--- src/rtl/pipe_ctrl_if.sv ---
// Bundle of the pipeline-control signals that run between the pipeline
// stages and the sequencing controller. The pipeline side is the master
// (it raises requests and consumes the hold vector); the controller is the slave.
interface pipe_ctrl_if #(
  parameter int CNT_W  = 6,
  parameter int PERF_W = 16
);
  // requests from the pipeline stages
  logic              stallreq_from_if;
  logic              stallreq_from_id;
  logic              stallreq_from_ex;
  logic              stallreq_from_mem;
  logic              ex_multi_start;
  logic [CNT_W-1:0]  ex_multi_cycles;
  logic              flush_req;
  logic [31:0]       flush_pc;
  logic              perf_clr;
  // controller responses
  logic [5:0]        stall;
  logic              flush;
  logic [31:0]       new_pc;
  logic              busy;
  logic [PERF_W-1:0] stall_cycles;

  modport master (
    output stallreq_from_if, stallreq_from_id, stallreq_from_ex, stallreq_from_mem,
    output ex_multi_start, ex_multi_cycles, flush_req, flush_pc, perf_clr,
    input  stall, flush, new_pc, busy, stall_cycles
  );

  modport slave (
    input  stallreq_from_if, stallreq_from_id, stallreq_from_ex, stallreq_from_mem,
    input  ex_multi_start, ex_multi_cycles, flush_req, flush_pc, perf_clr,
    output stall, flush, new_pc, busy, stall_cycles
  );
endinterface

--- src/rtl/pipe_ctrl.sv ---
// Pipeline sequencing controller for the five-stage OpenMIPS core.
// Merges per-stage stall requests into a hold vector, sequences multi-cycle
// EX operations (madd/msub, div) with a down-counter, turns an exception
// request into a registered one-cycle flush with redirect PC, and counts
// stalled cycles in a saturating performance counter.
module pipe_ctrl #(
  parameter int CNT_W  = 6,
  parameter int PERF_W = 16
) (
  input logic         clk,
  input logic         rst,
  pipe_ctrl_if.slave  bus
);

  typedef enum logic [1:0] {
    ST_IDLE  = 2'd0,
    ST_MULTI = 2'd1,
    ST_FLUSH = 2'd2
  } state_t;

  localparam logic [5:0] HOLD_NONE = 6'b000000;
  localparam logic [5:0] HOLD_IF   = 6'b000011;
  localparam logic [5:0] HOLD_ID   = 6'b000111;
  localparam logic [5:0] HOLD_EX   = 6'b001111;
  localparam logic [5:0] HOLD_MEM  = 6'b011111;

  localparam logic [CNT_W-1:0]  CNT_ZERO  = {CNT_W{1'b0}};
  localparam logic [CNT_W-1:0]  CNT_ONE   = {{(CNT_W-1){1'b0}}, 1'b1};
  localparam logic [PERF_W-1:0] PERF_ZERO = {PERF_W{1'b0}};
  localparam logic [PERF_W-1:0] PERF_ONE  = {{(PERF_W-1){1'b0}}, 1'b1};
  localparam logic [PERF_W-1:0] PERF_MAX  = {PERF_W{1'b1}};

  state_t            state_r;
  state_t            state_nxt_s;
  logic [CNT_W-1:0]  cnt_r;
  logic [CNT_W-1:0]  cnt_nxt_s;
  logic              flush_r;
  logic [31:0]       new_pc_r;
  logic [PERF_W-1:0] perf_r;
  logic [5:0]        stall_s;
  logic              start_stall_s;
  logic              start_long_s;

  // A start only counts in IDLE; K = 0 is a no-op, K >= 2 needs the MULTI state.
  assign start_stall_s = (state_r == ST_IDLE) && bus.ex_multi_start &&
                         (bus.ex_multi_cycles != CNT_ZERO);
  assign start_long_s  = start_stall_s && (bus.ex_multi_cycles != CNT_ONE);

  // Hold vector: deepest requesting stage wins; nothing is held during a flush or reset.
  always_comb begin
    stall_s = HOLD_NONE;
    if (rst || (state_r == ST_FLUSH)) begin
      stall_s = HOLD_NONE;
    end else if (bus.stallreq_from_mem) begin
      stall_s = HOLD_MEM;
    end else if (bus.stallreq_from_ex || (state_r == ST_MULTI) || start_stall_s) begin
      stall_s = HOLD_EX;
    end else if (bus.stallreq_from_id) begin
      stall_s = HOLD_ID;
    end else if (bus.stallreq_from_if) begin
      stall_s = HOLD_IF;
    end else begin
      stall_s = HOLD_NONE;
    end
  end

  // Next-state logic: flush overrides everything, aborting any multi-cycle op.
  always_comb begin
    state_nxt_s = state_r;
    cnt_nxt_s   = cnt_r;
    if (bus.flush_req) begin
      state_nxt_s = ST_FLUSH;
      cnt_nxt_s   = CNT_ZERO;
    end else begin
      case (state_r)
        ST_IDLE: begin
          if (start_long_s) begin
            // the start cycle itself is the first of K stalled cycles
            state_nxt_s = ST_MULTI;
            cnt_nxt_s   = bus.ex_multi_cycles - CNT_ONE;
          end else begin
            state_nxt_s = ST_IDLE;
            cnt_nxt_s   = CNT_ZERO;
          end
        end
        ST_MULTI: begin
          // keeps counting even while MEM holds the pipe
          if (cnt_r <= CNT_ONE) begin
            state_nxt_s = ST_IDLE;
            cnt_nxt_s   = CNT_ZERO;
          end else begin
            state_nxt_s = ST_MULTI;
            cnt_nxt_s   = cnt_r - CNT_ONE;
          end
        end
        ST_FLUSH: begin
          state_nxt_s = ST_IDLE;
          cnt_nxt_s   = CNT_ZERO;
        end
        default: begin
          state_nxt_s = ST_IDLE;
          cnt_nxt_s   = CNT_ZERO;
        end
      endcase
    end
  end

  // State and multi-cycle counter registers.
  always_ff @(posedge clk or posedge rst) begin
    if (rst) begin
      state_r <= ST_IDLE;
      cnt_r   <= CNT_ZERO;
    end else begin
      state_r <= state_nxt_s;
      cnt_r   <= cnt_nxt_s;
    end
  end

  // Registered flush pulse and redirect PC; the PC is held between flushes.
  always_ff @(posedge clk or posedge rst) begin
    if (rst) begin
      flush_r  <= 1'b0;
      new_pc_r <= 32'h0000_0000;
    end else begin
      flush_r <= bus.flush_req;
      if (bus.flush_req) begin
        new_pc_r <= bus.flush_pc;
      end else begin
        new_pc_r <= new_pc_r;
      end
    end
  end

  // Saturating count of cycles in which the PC is held; clear takes priority.
  always_ff @(posedge clk or posedge rst) begin
    if (rst) begin
      perf_r <= PERF_ZERO;
    end else if (bus.perf_clr) begin
      perf_r <= PERF_ZERO;
    end else if (stall_s[0] && (perf_r != PERF_MAX)) begin
      perf_r <= perf_r + PERF_ONE;
    end else begin
      perf_r <= perf_r;
    end
  end

  assign bus.stall        = stall_s;
  assign bus.flush        = flush_r;
  assign bus.new_pc       = new_pc_r;
  assign bus.busy         = (state_r == ST_MULTI);
  assign bus.stall_cycles = perf_r;

endmodule
--- src/flat_wrapper.sv ---
// flat-port wrapper written by rule: the top's interface ports become plain ports
module pipe_ctrl_flat 
#(
  parameter int CNT_W  = 6,
  parameter int PERF_W = 16
)
  (clk, rst, bus_stallreq_from_if, bus_stallreq_from_id, bus_stallreq_from_ex, bus_stallreq_from_mem, bus_ex_multi_start, bus_ex_multi_cycles, bus_flush_req, bus_flush_pc, bus_perf_clr, bus_stall, bus_flush, bus_new_pc, bus_busy, bus_stall_cycles);
  pipe_ctrl_if #(.CNT_W(CNT_W), .PERF_W(PERF_W)) bus_i ();
  input logic clk;
  input logic rst;
  input wire logic [$bits(bus_i.stallreq_from_if)-1:0] bus_stallreq_from_if;
  input wire logic [$bits(bus_i.stallreq_from_id)-1:0] bus_stallreq_from_id;
  input wire logic [$bits(bus_i.stallreq_from_ex)-1:0] bus_stallreq_from_ex;
  input wire logic [$bits(bus_i.stallreq_from_mem)-1:0] bus_stallreq_from_mem;
  input wire logic [$bits(bus_i.ex_multi_start)-1:0] bus_ex_multi_start;
  input wire logic [$bits(bus_i.ex_multi_cycles)-1:0] bus_ex_multi_cycles;
  input wire logic [$bits(bus_i.flush_req)-1:0] bus_flush_req;
  input wire logic [$bits(bus_i.flush_pc)-1:0] bus_flush_pc;
  input wire logic [$bits(bus_i.perf_clr)-1:0] bus_perf_clr;
  output wire logic [$bits(bus_i.stall)-1:0] bus_stall;
  output wire logic [$bits(bus_i.flush)-1:0] bus_flush;
  output wire logic [$bits(bus_i.new_pc)-1:0] bus_new_pc;
  output wire logic [$bits(bus_i.busy)-1:0] bus_busy;
  output wire logic [$bits(bus_i.stall_cycles)-1:0] bus_stall_cycles;
  assign bus_i.stallreq_from_if = bus_stallreq_from_if;
  assign bus_i.stallreq_from_id = bus_stallreq_from_id;
  assign bus_i.stallreq_from_ex = bus_stallreq_from_ex;
  assign bus_i.stallreq_from_mem = bus_stallreq_from_mem;
  assign bus_i.ex_multi_start = bus_ex_multi_start;
  assign bus_i.ex_multi_cycles = bus_ex_multi_cycles;
  assign bus_i.flush_req = bus_flush_req;
  assign bus_i.flush_pc = bus_flush_pc;
  assign bus_i.perf_clr = bus_perf_clr;
  assign bus_stall = bus_i.stall;
  assign bus_flush = bus_i.flush;
  assign bus_new_pc = bus_i.new_pc;
  assign bus_busy = bus_i.busy;
  assign bus_stall_cycles = bus_i.stall_cycles;
  pipe_ctrl #(.CNT_W(CNT_W), .PERF_W(PERF_W)) u_core (.clk(clk), .rst(rst), .bus(bus_i));
endmodule
--- config.mk ---
export PLATFORM = sky130hd
export DESIGN_NAME = pipe_ctrl_flat
export DESIGN_NICKNAME = d
export VERILOG_FILES = /design/src/rtl/pipe_ctrl_if.sv /design/src/rtl/pipe_ctrl.sv /design/src/flat_wrapper.sv
export SDC_FILE = /design/constraint.sdc
export NUM_CORES = 1
export LEC_CHECK = 0
export CAP_MARGIN = 25
export CORE_ASPECT_RATIO = 0.75
export CORE_MARGIN = 5
export CORE_UTILIZATION = 44
export DETAILED_ROUTE_END_ITERATION = 8
export GPL_ROUTABILITY_DRIVEN = 0
export PLACE_DENSITY = 0.8
export SLEW_MARGIN = 10
export SYNTH_ARGS = -nofsm -noshare
export SYNTH_HDL_FRONTEND = slang
export SYNTH_SLANG_ARGS = --single-unit
--- constraint.sdc ---
create_clock -name clk -period 2.5 [get_ports clk]
set_input_delay 0.375 -clock clk [delete_from_list [all_inputs] [get_ports clk]]
set_output_delay 0.375 -clock clk [all_outputs]
set_load 0.01 [all_outputs]
Word-level counts from Yosys, hierarchy flattened. Index checks and enable logic that the tools add are counted.

Bits in registers: 57. Output and inout bits: 56. Word-level logic and storage cells: 38.

Muxes and demuxes: 15. $add $sub $neg: 3. Equal/unequal tests: 4. $lt $le $gt $ge: 1. Reductions and logical operators: 10.

Operators with widths (number): $mux W6 (7); $mux W16 (2); $add A16 B1 Y16 const B (1); $ne A16 B16 Y1 const B (1); $pmux W6 S2 (1); $sub A6 B1 Y6 const B (2); $le A6 B1 Y1 const B (1); $ne A6 B1 Y1 const B (1); $reduce_bool A6 Y1 (1); $logic_and A1 B1 Y1 (4); $mux W2 (2); $pmux W2 S2 (1); $logic_or A1 B1 Y1 (3); $eq A2 B1 Y1 const B (1); $eq A2 B2 Y1 const B (1); $logic_not A2 Y1 (1); $mux W1 (2); $reduce_bool A2 Y1 (1).

Logic depth before layout (Yosys ltp).
Depth in word-level cells: 10. Mapped depth: 9. Mapped depth without buffers: 8.

Least setup slack after synthesis. No wires, ideal clock.

Path type: input-to-output. Start: in bus_ex_multi_cycles[1]. End: out bus_stall[2]. Setup slack: 0.181 ns. Path buffers: 0. Stages: 6. Arrival: 1.944 ns. Cells stage by stage: inv_1 -> ha_1 -> or3b_1 -> o31a_1 -> or4_1 -> o21a_1.

Word-level cells in the longest chain between the ends: 6.

Ends and longest elaborated chain: start: declaration (RTL line flat_wrapper.sv:16) `input wire logic [$bits(bus_i.ex_multi_cycles)-1:0] bus_ex_multi_cycles;`; $reduce_bool A6 Y1 (RTL line pipe_ctrl.sv:46) `(bus.ex_multi_cycles != CNT_ZERO);`; $logic_and A1 B1 Y1 (RTL line pipe_ctrl.sv:45) `assign start_stall_s = (state_r == ST_IDLE) && bus.ex_multi_start &&`; $logic_or A1 B1 Y1 (RTL line pipe_ctrl.sv:56) `end else if (bus.stallreq_from_ex || (state_r == ST_MULTI) || start_stall_s) begin`; $mux W6 (RTL line pipe_ctrl.sv:56); $mux W6 (RTL line pipe_ctrl.sv:54) `end else if (bus.stallreq_from_mem) begin`; $mux W6 (RTL line pipe_ctrl.sv:52) `if (rst || (state_r == ST_FLUSH)) begin`; end: declaration (RTL line flat_wrapper.sv:20) `output wire logic [$bits(bus_i.stall)-1:0] bus_stall;`.

No other way between the ends.

Worst setup path after layout. Same ends and word-level chain as after synthesis.

==> results_dict.tcl <==
set metrics [dict create \
    cp_data_arrival_time_ns 2.06 \
    synth_cell_type_count 40 \
    power_frac_comb 0.211 \
    totalPowerFinal_mw 1.89 \
    cpMostUsedCell "buf_2" \
    cts_buffer_depth 2 \
    tns_ns 0 \
    clkPwrFrac 0.262 \
    syn-instance-count 235 \
    num_antenna_cells 0 \
    seqPwrFrac 0.528 \
    drt_iter0_drc 73 \
    fin_cells 430 \
    ctsRootBufferMaster "clkbuf_8" \
    drive_above_1_share 0.222 \
    routedWlPerCell_um 16.2 \
    min_period_ns 2.43 \
    yosysWarnings 0 \
    fp.dieH_um 77.8 \
    synth_edf_count 0 \
    switching_share 0.256 \
    start_kind "input port" \
    ctsHtreeMaxLevel 2 \
    multi_input_area_um2 1230 \
    slew-limit-headroom 0.660 \
    first_pass_iters 4 \
    outcome "finished clean" \
    critPathCaptureType "output pin" \
    post-place-cells 419 \
    cpLargestDelayFamily "simple AND/OR/NAND/NOR gates" \
    grt_max_degree 35 \
    r2r_cells 8 \
    async_flop_share 1.00 \
    nets 403 \
    path_clk_slew_ns 0.10 \
    worst-setup-path-type "input port to output pin" \
    drc 0 \
    path_cells "buf_2, inv_2, ha_4, or3b_4, o31a_1, or4_4, o21a_1, buf_2" \
    final_max_slew_viol_count 0 \
    syn_area_um2 2700 \
    row_count 24 \
    vdd_drop_max_uv 383 \
    numCtsBuffers 5 \
    insertion_delay_ns 0.31 \
    finClkSkew_ns 0.0115 \
    hold_depth 1 \
    cp_num_cells 8 \
    numClockSinks 56 \
    start_util 0.458 \
    hp-class "flip-flop to flip-flop" \
    vias_per_cell 5.20 \
    intPower_mw 1.40 \
    seq_area_frac_synth 0.520 \
    cpMaxStageDelayCell "or4_4" \
    fillers 484 \
    setup_viol 0 \
    yosys_register_bits 56 \
    syn_nets 287 \
    power_density_nw_per_um2 473 \
    grt-ovfl-total 0 \
    dieArea_um2 7810 \
    crit_buf_inv 3 \
    route.antenna.remaining_nets 0 \
    grt_antenna_before_repair 0 \
    place.detailed.hpwl_um 5250 \
    wirelength_um 6960 \
    switchingPower_uw 482 \
    tritoncts "yes" \
    core_um2 5890 \
    io_pins 103 \
    vias 2237 \
    seq_area_um2 1400 \
    worstMarginPinSlew_ns 0.507 \
    worstPathMaxFanout 2 \
    p_leak_nw 1.61 \
    maxCapViolCount 0 \
    ys.flop_type "dfrtp_1" \
    fmax_mhz 411 \
    port_buffers 101 \
    crit_required_ns 2.12 \
    grtUsageTotal 0.183 \
    avgSynthCellArea_um2 11.5 \
    slowest_delay_ns 0.42 \
    finalHoldViolations 0 \
    period_share 0.974 \
    grt_pass1_vias 2315 \
    grt_pass1_wl_um 11400 \
    dieWidth_um 100 \
    areaGrowthSynthToFinish_pct 47.9 \
    rsz0062_at_grt "false" \
]
## cell usage after synthesis (6+ instances only)
cell | instances | area share
nand3_1 | 6 | 0.011
mux2_2 | 32 | 0.13
nand2_1 | 7 | 0.0098
clkbuf_1 | 7 | 0.0098
nor2b_1 | 6 | 0.014
inv_1 | 10 | 0.014
o21ai_0 | 8 | 0.015
dfrtp_1 | 56 | 0.52
a21oi_1 | 12 | 0.022
o22ai_1 | 6 | 0.014
xnor2_1 | 6 | 0.019
and2_1 | 8 | 0.019
nor2_1 | 12 | 0.017
or3_1 | 8 | 0.019
## state kept, by name, summed over array words and instances, names as in the netlist
| name | cells |
|---|---|
| u_core.bus.flush | 1 |
| u_core.bus.new_pc | 32 |
| u_core.bus.stall_cycles | 16 |
| u_core.state_r | 1 |
| u_core.cnt_r | 6 |
## stage by stage
stage | worst slack, ns | instance area [µm²] | utilization | hold WS, ns
after detailed placement | -0.791 | 3860 | 0.656 | 0.495
after global routing | 0.00769 | 3990 | 0.677 | 0.531
after CTS | 0.0165 | 3980 | 0.676 | 0.519
after global placement | -0.704 | 3860 | 0.656 | 0.489
after floorplan | 0.181 | 2700 | - | 0.406
final | 0.0656 | 3990 | 0.677 | 0.513
## worst register-to-register path, cell delays in order (launching register included)
cell and delay, ns:
dfrtp_1 0.46, nor3b_2 0.29, o31a_1 0.20, buf_4 0.11, buf_4 0.11, o21ai_4 0.06, buf_4 0.20, nor4_1 0.36
mux2_4 0.33
## logic make-up (layout without fill, tap and decap cells)
| group | count (synthesis) | in the layout | share of synthesized area |
|---|---|---|---|
| buffers and inverters | 22 | 139 | 0.0376 |
| other | 1 | 1 | 0.00139 |
| AND/OR/NAND/NOR | 69 | 69 | 0.149 |
| multiplexers | 36 | 36 | 0.155 |
| XOR/XNOR | 9 | 9 | 0.0292 |
| AO/OA/AOI/OAI | 37 | 37 | 0.0850 |
| adder cells (fa/ha/maj) | 5 | 5 | 0.0232 |
| flip-flops | 56 | 56 | 0.520 |
## placed cells by master, fill, tap and decap left out, types with 4 or more instances in the layout
cell and instances:
a21oi_1 12, ha_1 4, mux2_2 32, nand2_1 7, or3_1 8, clkbuf_8 5, inv_2 4, dfrtp_1 56
nor2b_1 6, nor4_1 4, nor2_1 12, buf_2 4, nand3_1 6, inv_1 7, o22ai_1 6, xnor2_1 6
clkdlybuf4s50_1 93, o21ai_0 8, nand4_1 5, buf_4 19, and2_1 7, or4_1 4
## final cells by class
| type | instances | area share |
|---|---|---|
| clock buffer | 6 | 0.0182 |
| clock inverter | 2 | 0.00408 |
| inverter | 11 | 0.0104 |
| multi-input combinational | 157 | 0.308 |
| sequential | 56 | 0.352 |
| tap | 78 | 0.0245 |
| timing repair buffer | 120 | 0.284 |
## path summary, 6_finish.rpt
| kind | from | end | slack, ns |
|---|---|---|---|
| max in group asynchronous | rst | u_core.bus.new_pc[16] | 1.66 |
| worst max register to register | u_core.bus.flush | u_core.bus.stall_cycles[12] | 0.28 |
| worst min-delay path | u_core.bus.new_pc[30] | u_core.bus.new_pc[30] | 0.51 |
| worst max-delay path | bus_ex_multi_cycles[1] | bus_stall[2] | 0.07 |
| min in group asynchronous | rst | u_core.bus.stall_cycles[14] | 0.52 |
| worst min register to register | u_core.bus.new_pc[30] | u_core.bus.new_pc[30] | 0.51 |
## per-layer routing
layer,global-route usage,part of all wire,up-vias
met5,0,0,-
met1,0.232,0.42,1079
met3,0.0887,0.11,5
met4,0.0283,0.0046,0
met2,0.288,0.46,78
li1,-,-,1075
## power groups by stage
stage | clock (mW) | combinational [mW] | sequential [mW]
finish | 0.493 | 0.398 | 0.995
global route | 0.557 | 0.429 | 1.00
CTS | 0.511 | 0.404 | 0.996
detailed placement | 0 | 0.397 | 1.01
global placement | 0 | 0.390 | 1.01
floorplan | 0 | 0.129 | 1.04
## what timing repair did
item                                    in CTS  in global routing
hold buffers                                 0                  0
hold endpoints to repair                     0                  0
cloned                                       0                  0
endpoints found under the setup margin       5                  4
resized for setup                           30                  1
setup buffers                                3                  0
pin swaps                                    4                  2
No activity file was read; power rests on OpenSTA's default activity.
